==> config.mk <==
export PLATFORM = sky130hd
export DESIGN_NAME = fifo_mac_array
export DESIGN_NICKNAME = d
export VERILOG_FILES = /design/src/rtl/fifo_mac_array.sv
export SDC_FILE = /design/constraint.sdc
export NUM_CORES = 2
export LEC_CHECK = 0
export BUFFER_PORTS_ARGS = -buffer_cell sky130_fd_sc_hd__buf_2
export CORE_MARGIN = 2
export CORE_UTILIZATION = 30
export CTS_CLUSTER_DIAMETER = 200
export DETAILED_ROUTE_END_ITERATION = 7
export GPL_TIMING_DRIVEN = 0
export PLACE_DENSITY = 0.52
export SYNTH_ARGS = -nofsm -noshare
export SYNTH_HDL_FRONTEND = slang
export SYNTH_SLANG_ARGS = --single-unit
==> constraint.sdc <==
create_clock -name clk -period 8.7 [get_ports clk]
set_input_delay 0.87 -clock clk [delete_from_list [all_inputs] [get_ports clk]]
set_output_delay 0.87 -clock clk [all_outputs]
set_load 0.01 [all_outputs]
==> src/rtl/fifo_mac_array.sv <==
// fifo_mac_array: LANES operand-A row FIFOs plus one shared operand-B FIFO,
// loaded through a single write port and drained in lock-step into
// LANES two-stage multiply-accumulate pipelines (one dot product per lane).
// Optional build macro: FIFO_MAC_SIGNED_EN selects two's-complement
// operands, products and accumulators. When it is undefined, all
// arithmetic is unsigned.
module fifo_mac_array #(
  parameter int unsigned DATA_WIDTH = 8,
  parameter int unsigned DEPTH      = 8,
  parameter int unsigned LANES      = 8,
  localparam int unsigned ACC_WIDTH = 2 * DATA_WIDTH + $clog2(DEPTH)
) (
  input  logic                           clk,
  input  logic                           rst_n,
  input  logic                           in_valid,
  input  logic [$clog2(LANES+1)-1:0]     in_sel,
  input  logic [DATA_WIDTH-1:0]          in_data,
  output logic                           in_ready,
  input  logic                           start,
  input  logic                           clr,
  output logic                           busy,
  output logic                           done,
  output logic                           all_full,
  output logic [LANES*ACC_WIDTH-1:0]     result
);

  localparam int unsigned NF     = LANES + 1;
  localparam int unsigned SEL_W  = $clog2(LANES + 1);
  localparam int unsigned PTR_W  = $clog2(DEPTH);
  localparam int unsigned CNT_W  = $clog2(DEPTH + 1);
  localparam int unsigned K_W    = $clog2(DEPTH + 2);
  localparam int unsigned PROD_W = 2 * DATA_WIDTH;
  localparam int unsigned EXT_W  = ACC_WIDTH - PROD_W;

  typedef enum logic [1:0] {S_IDLE, S_EXEC, S_DONE} state_t;

  state_t                  state, state_nxt;
  logic [DATA_WIDTH-1:0]   mem    [NF][DEPTH];
  logic [PTR_W-1:0]        wr_ptr [NF];
  logic [PTR_W-1:0]        rd_ptr [NF];
  logic [CNT_W-1:0]        cnt    [NF];
  logic [K_W-1:0]          k;
  logic                    pvalid;
  logic [PROD_W-1:0]       prod   [LANES];
  logic [ACC_WIDTH-1:0]    acc    [LANES];
  logic [PROD_W-1:0]       a_ext  [LANES];
  logic [PROD_W-1:0]       b_ext;
  logic                    fifos_full_c;
  logic                    pop_c;
  logic                    acc_clr_c;
  logic                    wr_en_c;

  // Widen an operand to product width (sign- or zero-extension by build).
  function automatic logic [PROD_W-1:0] op_ext(input logic [DATA_WIDTH-1:0] x);
`ifdef FIFO_MAC_SIGNED_EN
    return {{DATA_WIDTH{x[DATA_WIDTH-1]}}, x};
`else
    return {{DATA_WIDTH{1'b0}}, x};
`endif
  endfunction

  // Widen a product to accumulator width (sign- or zero-extension by build).
  function automatic logic [ACC_WIDTH-1:0] prod_ext(input logic [PROD_W-1:0] p);
`ifdef FIFO_MAC_SIGNED_EN
    return {{EXT_W{p[PROD_W-1]}}, p};
`else
    return {{EXT_W{1'b0}}, p};
`endif
  endfunction

  // Every FIFO (A lanes and B) holds DEPTH entries.
  always_comb begin
    fifos_full_c = 1'b1;
    for (int unsigned f = 0; f < NF; f++) begin
      if (cnt[f] != CNT_W'(DEPTH)) fifos_full_c = 1'b0;
    end
  end

  // Write handshake: only in IDLE, only to an existing, non-full FIFO.
  always_comb begin
    in_ready = 1'b0;
    if (state == S_IDLE && in_sel <= SEL_W'(LANES)) begin
      in_ready = (cnt[in_sel] < CNT_W'(DEPTH));
    end
  end

  assign wr_en_c = in_valid & in_ready;

  // Next-state and control decode.
  always_comb begin
    state_nxt = state;
    pop_c     = 1'b0;
    acc_clr_c = 1'b0;
    case (state)
      S_IDLE: begin
        if (clr) begin
          acc_clr_c = 1'b1;
        end else if (start && fifos_full_c) begin
          state_nxt = S_EXEC;
        end
      end
      S_EXEC: begin
        pop_c = (k < K_W'(DEPTH));
        if (k == K_W'(DEPTH + 1)) state_nxt = S_DONE;
      end
      S_DONE: begin
        if (clr) begin
          acc_clr_c = 1'b1;
          state_nxt = S_IDLE;
        end
      end
      default: state_nxt = S_IDLE;
    endcase
  end

  assign busy = (state == S_EXEC);
  assign done = (state == S_DONE);

  // State register, EXEC cycle counter, pipeline valid and full flag.
  always_ff @(posedge clk or negedge rst_n) begin
    if (!rst_n) begin
      state    <= S_IDLE;
      k        <= '0;
      pvalid   <= 1'b0;
      all_full <= 1'b0;
    end else begin
      state    <= state_nxt;
      k        <= (state == S_EXEC) ? k + K_W'(1) : '0;
      pvalid   <= pop_c;
      all_full <= fifos_full_c;
    end
  end

  // FIFO pointers and occupancy; pops and writes never coincide.
  always_ff @(posedge clk or negedge rst_n) begin
    if (!rst_n) begin
      for (int unsigned f = 0; f < NF; f++) begin
        wr_ptr[f] <= '0;
        rd_ptr[f] <= '0;
        cnt[f]    <= '0;
      end
    end else begin
      for (int unsigned f = 0; f < NF; f++) begin
        if (pop_c) begin
          rd_ptr[f] <= rd_ptr[f] + PTR_W'(1);
          cnt[f]    <= cnt[f] - CNT_W'(1);
        end else if (wr_en_c && in_sel == SEL_W'(f)) begin
          wr_ptr[f] <= wr_ptr[f] + PTR_W'(1);
          cnt[f]    <= cnt[f] + CNT_W'(1);
        end
      end
    end
  end

  // FIFO storage array.
  always_ff @(posedge clk) begin
    for (int unsigned f = 0; f < NF; f++) begin
      if (wr_en_c && in_sel == SEL_W'(f)) mem[f][wr_ptr[f]] <= in_data;
    end
  end

  // Head-of-FIFO operands, widened for the multiplier.
  always_comb begin
    b_ext = op_ext(mem[LANES][rd_ptr[LANES]]);
    for (int unsigned i = 0; i < LANES; i++) begin
      a_ext[i] = op_ext(mem[i][rd_ptr[i]]);
    end
  end

  // Stage 1 product register, stage 2 accumulate.
  always_ff @(posedge clk or negedge rst_n) begin
    if (!rst_n) begin
      for (int unsigned i = 0; i < LANES; i++) begin
        prod[i] <= '0;
        acc[i]  <= '0;
      end
    end else begin
      for (int unsigned i = 0; i < LANES; i++) begin
        if (pop_c) prod[i] <= a_ext[i] * b_ext;
        if (acc_clr_c) begin
          acc[i] <= '0;
        end else if (pvalid) begin
          acc[i] <= acc[i] + prod_ext(prod[i]);
        end
      end
    end
  end

  // Result bus mirrors the accumulators.
  for (genvar gi = 0; gi < LANES; gi++) begin : g_result
    assign result[gi*ACC_WIDTH +: ACC_WIDTH] = acc[gi];
  end

endmodule
==> summary.md <==
### Global routing
* **maximum number of pins on one net before global-route repair** 104
* **grt total ovfl** 0
* **total track usage** 0.1761
* **antenna violations before repair** 7
* **via count of the first global-routing pass** 40040
* **wire length of the first global-routing pass** 263.0 mm

### Setup path
* **reg-to-reg setup timing slack** 620 ps
* **path length in cells of the critical path** 23
* **Worst path top cell family by delay** adder cells
* **length in cells of the worst reg-to-reg path** 23
* **element type at the critical path start** flop
* **slowest library cell on the worst path** sky130_fd_sc_hd__clkbuf_1
* **Crit. End Element** flop
* **Critical Path Max Stage Delay** 750 ps
* **ordered cell list for the critical path** clkbuf_1 -> clkbuf_1 -> mux4_2 -> mux2i_2 -> buf_8 -> clkbuf_1 -> nor2_1 -> fa_1 -> inv_1 -> fa_1 -> inv_1 -> fa_1 -> inv_1 -> fa_1 -> inv_1 -> ha_1 -> o21a_1 -> nor2_1 -> nor3_1 -> a2111oi_0 -> a21oi_1 -> xnor2_1 -> o21ai_0
* **Bufs and invs on worst path** 8
* **beginning of the worst register-to-register path** rd_ptr[1]
* **Max Fanout on Critical Path** 10
* **CP Data Arrival Time** 8650 ps
* **endpoint of the lowest-slack register-to-register path** prod[110]
* **Critical Path RT** 9270 ps
* **type of the worst setup path** flop to flop

### Clocking
* **number of setup buffers added after CTS** 0
* **number of gates given a new drive strength after cts** 0
* **clock-pin slew of the registers on the worst-case setup and hold paths** 70 ps
* **number of CTS-inserted buffers** 103
* **Longest Clk Path Bufs** 3
* **TritonCTS clock tree** done
* **Clock Sinks** 954
* **Skew-Pair Late Insertion Delay** 750 ps
* **root buffer cell** sky130_fd_sc_hd__clkbuf_16
* **CTS H-Tree Depth** 3

### Outcome
* **result of the run** complete, no violations

### Die
* **Die X-Extent** 447.2 µm
* **cell row count** 162
* **die area** 200000 µm²
* **Initial Util** 0.3023
* **I/O pin count** 173
* **core region area** 195000 µm²
* **Vert. Die Dim** 447.2 µm

### Placed design
* **input/output buffers** 170
* **number of placed instances with taps included** 7844
* **global placement routability congestion** 0.8716
* **total half-perimeter wirelength after legalization and detailed placement** 131.2 mm
* **Placement Cell Area** 63500 µm²

### Timing
* **unrepaired setup endpoints after global routing** no
* **clk_skew** 60.77 ps
* **post-layout minimum cycle time** 8076 ps
* **relative slew slack** 0.03664
* **worst hold margin** 405.5 ps
* **maximum achievable frequency** 0.1238 GHz
* **number of max-slew violations in the final report** 0
* **# setup viols final** 0
* **Least-Margin Pin Slew** 1445 ps
* **final critical-path share of the clock period** 0.9283
* **Hold Fails Final Rpt** 0

### Power
* **total power density per cell area** 166.8 nW/µm²
* **Peak VDD IR** 183.0 µV
* **Leakage** 28.24 nW

### Detailed routing
* **vias post-DR** 39260
* **WL final** 176.8 mm
* **Antenna Violating Nets Remaining** 0
* **via density per instance** 4.882
* **detailed-route DRC error count** 0
* **per-cell routed wire length** 21.98 µm
* **number of iterations in the first detailed-routing pass** 6
* **iteration-0 DRC count of the detailed router** 2711

### Yosys
* **top area cells in the synthesized netlist** sky130_fd_sc_hd__edfxtp_1 29%, sky130_fd_sc_hd__dfrtp_1 16%, sky130_fd_sc_hd__fa_1 10%, sky130_fd_sc_hd__ha_1 9.6%, sky130_fd_sc_hd__mux4_2 5.6%
* **Yosys reg bits** 954
* **post-synth top area cell** sky130_fd_sc_hd__edfxtp_1
* **number of synthesized flops with an enable pin** 576
* **total of warnings raised by yosys** 0
* **share of synthesized area occupied by flip-flops and latches** 0.4539
* **syn nets** 5806
* **Post-synth top flop** sky130_fd_sc_hd__edfxtp_1
* **distinct cell type count after synthesis** 75
* **mean instance size in the synthesized netlist** 11.72 µm²
* **Cell Area, Synth** 58940 µm²
* **area share of the leading cell type in the synthesized netlist** 0.2935
* **Syn Inst Count** 5030
* **async set or reset register ratio after synthesis** 0.3962

### Final layout
* **Layout Cells excl Fill** 8041
* **fin area** 67190 µm²
* **final core occ** 0.3446
* **nets@finish** 6105
* **layout cell share with drive strength beyond 1** 0.1322
* **Area Growth Syn to Fin** 14.00%

### Hold path
* **endpoint of the worst hold-timing path** state[0]
* **Hold Path Class** primary input to flop
* **instance count along the most critical hold path** 3
* **startpoint of the worst hold path** start

### Job
* **max-cap check violation count** 0

-- layout by cell type (no fill, tap or decap), types with 35 or more instances in the layout --
cell	Yosys	routed
sky130_fd_sc_hd__inv_1	445	445
sky130_fd_sc_hd__fa_1	305	305
sky130_fd_sc_hd__a211oi_1	37	37
sky130_fd_sc_hd__dfrtp_1	378	378
sky130_fd_sc_hd__xnor2_1	154	154
sky130_fd_sc_hd__or2_2	104	104
sky130_fd_sc_hd__xor2_1	112	112
sky130_fd_sc_hd__nand3_1	40	40
sky130_fd_sc_hd__mux2i_1	150	142
sky130_fd_sc_hd__o21a_1	39	39
sky130_fd_sc_hd__edfxtp_1	576	576
sky130_fd_sc_hd__nor3_1	62	56
sky130_fd_sc_hd__mux4_2	146	146
sky130_fd_sc_hd__ha_1	454	454
sky130_fd_sc_hd__o21ai_0	193	193
sky130_fd_sc_hd__nor2b_1	35	35
sky130_fd_sc_hd__nand2_1	314	314
sky130_fd_sc_hd__buf_1	42	41
sky130_fd_sc_hd__clkbuf_16	0	103
sky130_fd_sc_hd__a21oi_1	211	211
sky130_fd_sc_hd__clkbuf_1	120	136
sky130_fd_sc_hd__nor2_1	694	693
sky130_fd_sc_hd__a21o_1	79	79
sky130_fd_sc_hd__buf_2	23	188
-- layout make-up --
type | instances | area [µm²]
fill | 19450 | 127800
multi-input combinational | 3443 | 29960
sequential | 954 | 26760
tap | 2624 | 3283
clock buffer | 126 | 2714
inverter | 446 | 1674
timing repair buffer | 194 | 1211
clock inverter | 65 | 843.3
buffer | 187 | 749.5
antenna | 2 | 5.005
-- worst register-to-register path: cells and delay by family, from the launching register on --
kind	cells	cell delay [ps]
fa+ha+maj	5	2390
buf+inv	8	2150
compound gates	4	1240
mux	2	1060
simple gates	3	380
xor+xnor	1	380
flops	1	340
-- cell usage after synthesis, drive strengths merged, types with 6 or more instances --
library cell,number
fa,305
a21oi,211
o21bai,19
inv,446
o211ai,8
nand2,314
nor3,64
mux2,11
mux2i,150
or2,104
nor2b,35
nand4b,6
nor2,697
edfxtp,576
o21ai,194
mux4,146
or3,21
a2111oi,15
and3,16
o22ai,7
nor4b,10
clkbuf,120
a211oi,37
xor2,112
ha,454
dfrtp,378
buf,67
o31ai,20
a31oi,26
o21a,39
nand3,40
a21o,79
nor4,9
nand2b,22
xnor2,154
nand4,21
nor3b,38
-- through the flow --
step           TNS (ps)  worst slack, ps  total power, mW
2_1_floorplan         0             2600            6.157
3_3_place_gp    -665650            -1890            6.580
3_5_place_dp          0            508.5            6.631
4_1_cts               0            469.1            11.32
5_1_grt               0            215.2            11.69
6_report              0            623.9            11.21
-- sequential cells by signal, indices dropped and copies added, names as in the netlist --
register / flops
wr_ptr: 27
state: 2
pvalid: 1
rd_ptr: 27
result: 152
all_full: 1
mem: 576
k: 4
cnt: 36
prod: 128
-- power by group --
group          internal, mW  leakage (nW)  switching, mW  total [mW]
Sequential             4.96          10.3          0.162        5.12
Combinational         0.584          16.2          0.845        1.43
Clock                  2.66          1.71           1.99        4.65
Total                  8.21          28.2           3.00        11.2
-- worst max path at each step --
stage | from | end | slack, ps
floorplan | rd_ptr[0] | prod[110] | 2600
global placement | rst_n | result[48] | -1890
detailed placement | rd_ptr[1] | prod[78] | 510
CTS | rd_ptr[1] | prod[78] | 470
global route | rd_ptr[1] | prod[110] | 220
finish | rd_ptr[1] | prod[110] | 620
-- cell families after synthesis --
family                   after synthesis  synth area share
flip-flops                           954            0.4539
AO/OA/AOI/OAI                        700           0.07417
XOR/XNOR                             266           0.03953
multiplexers                         307           0.08336
buffers and inverters                633           0.04106
adder cells (fa/ha/maj)              759            0.2000
AND/OR/NAND/NOR                     1411            0.1080
-- metal layers --
layer,GRT usage,share of wire,up-vias
met4,0.06955,0.039,2
met2,0.2967,0.48,904
met1,0.2287,0.44,19970
met5,0,0.000074,-
met3,0.02341,0.043,238
li1,-,-,18150
-- what timing repair did --
item                                    4_1_cts  5_1_grt
endpoints found under the setup margin        0        0
endpoints found under the hold margin         7        0
hold buffers                                  1        0
No activity file was read; power rests on OpenSTA's default activity.
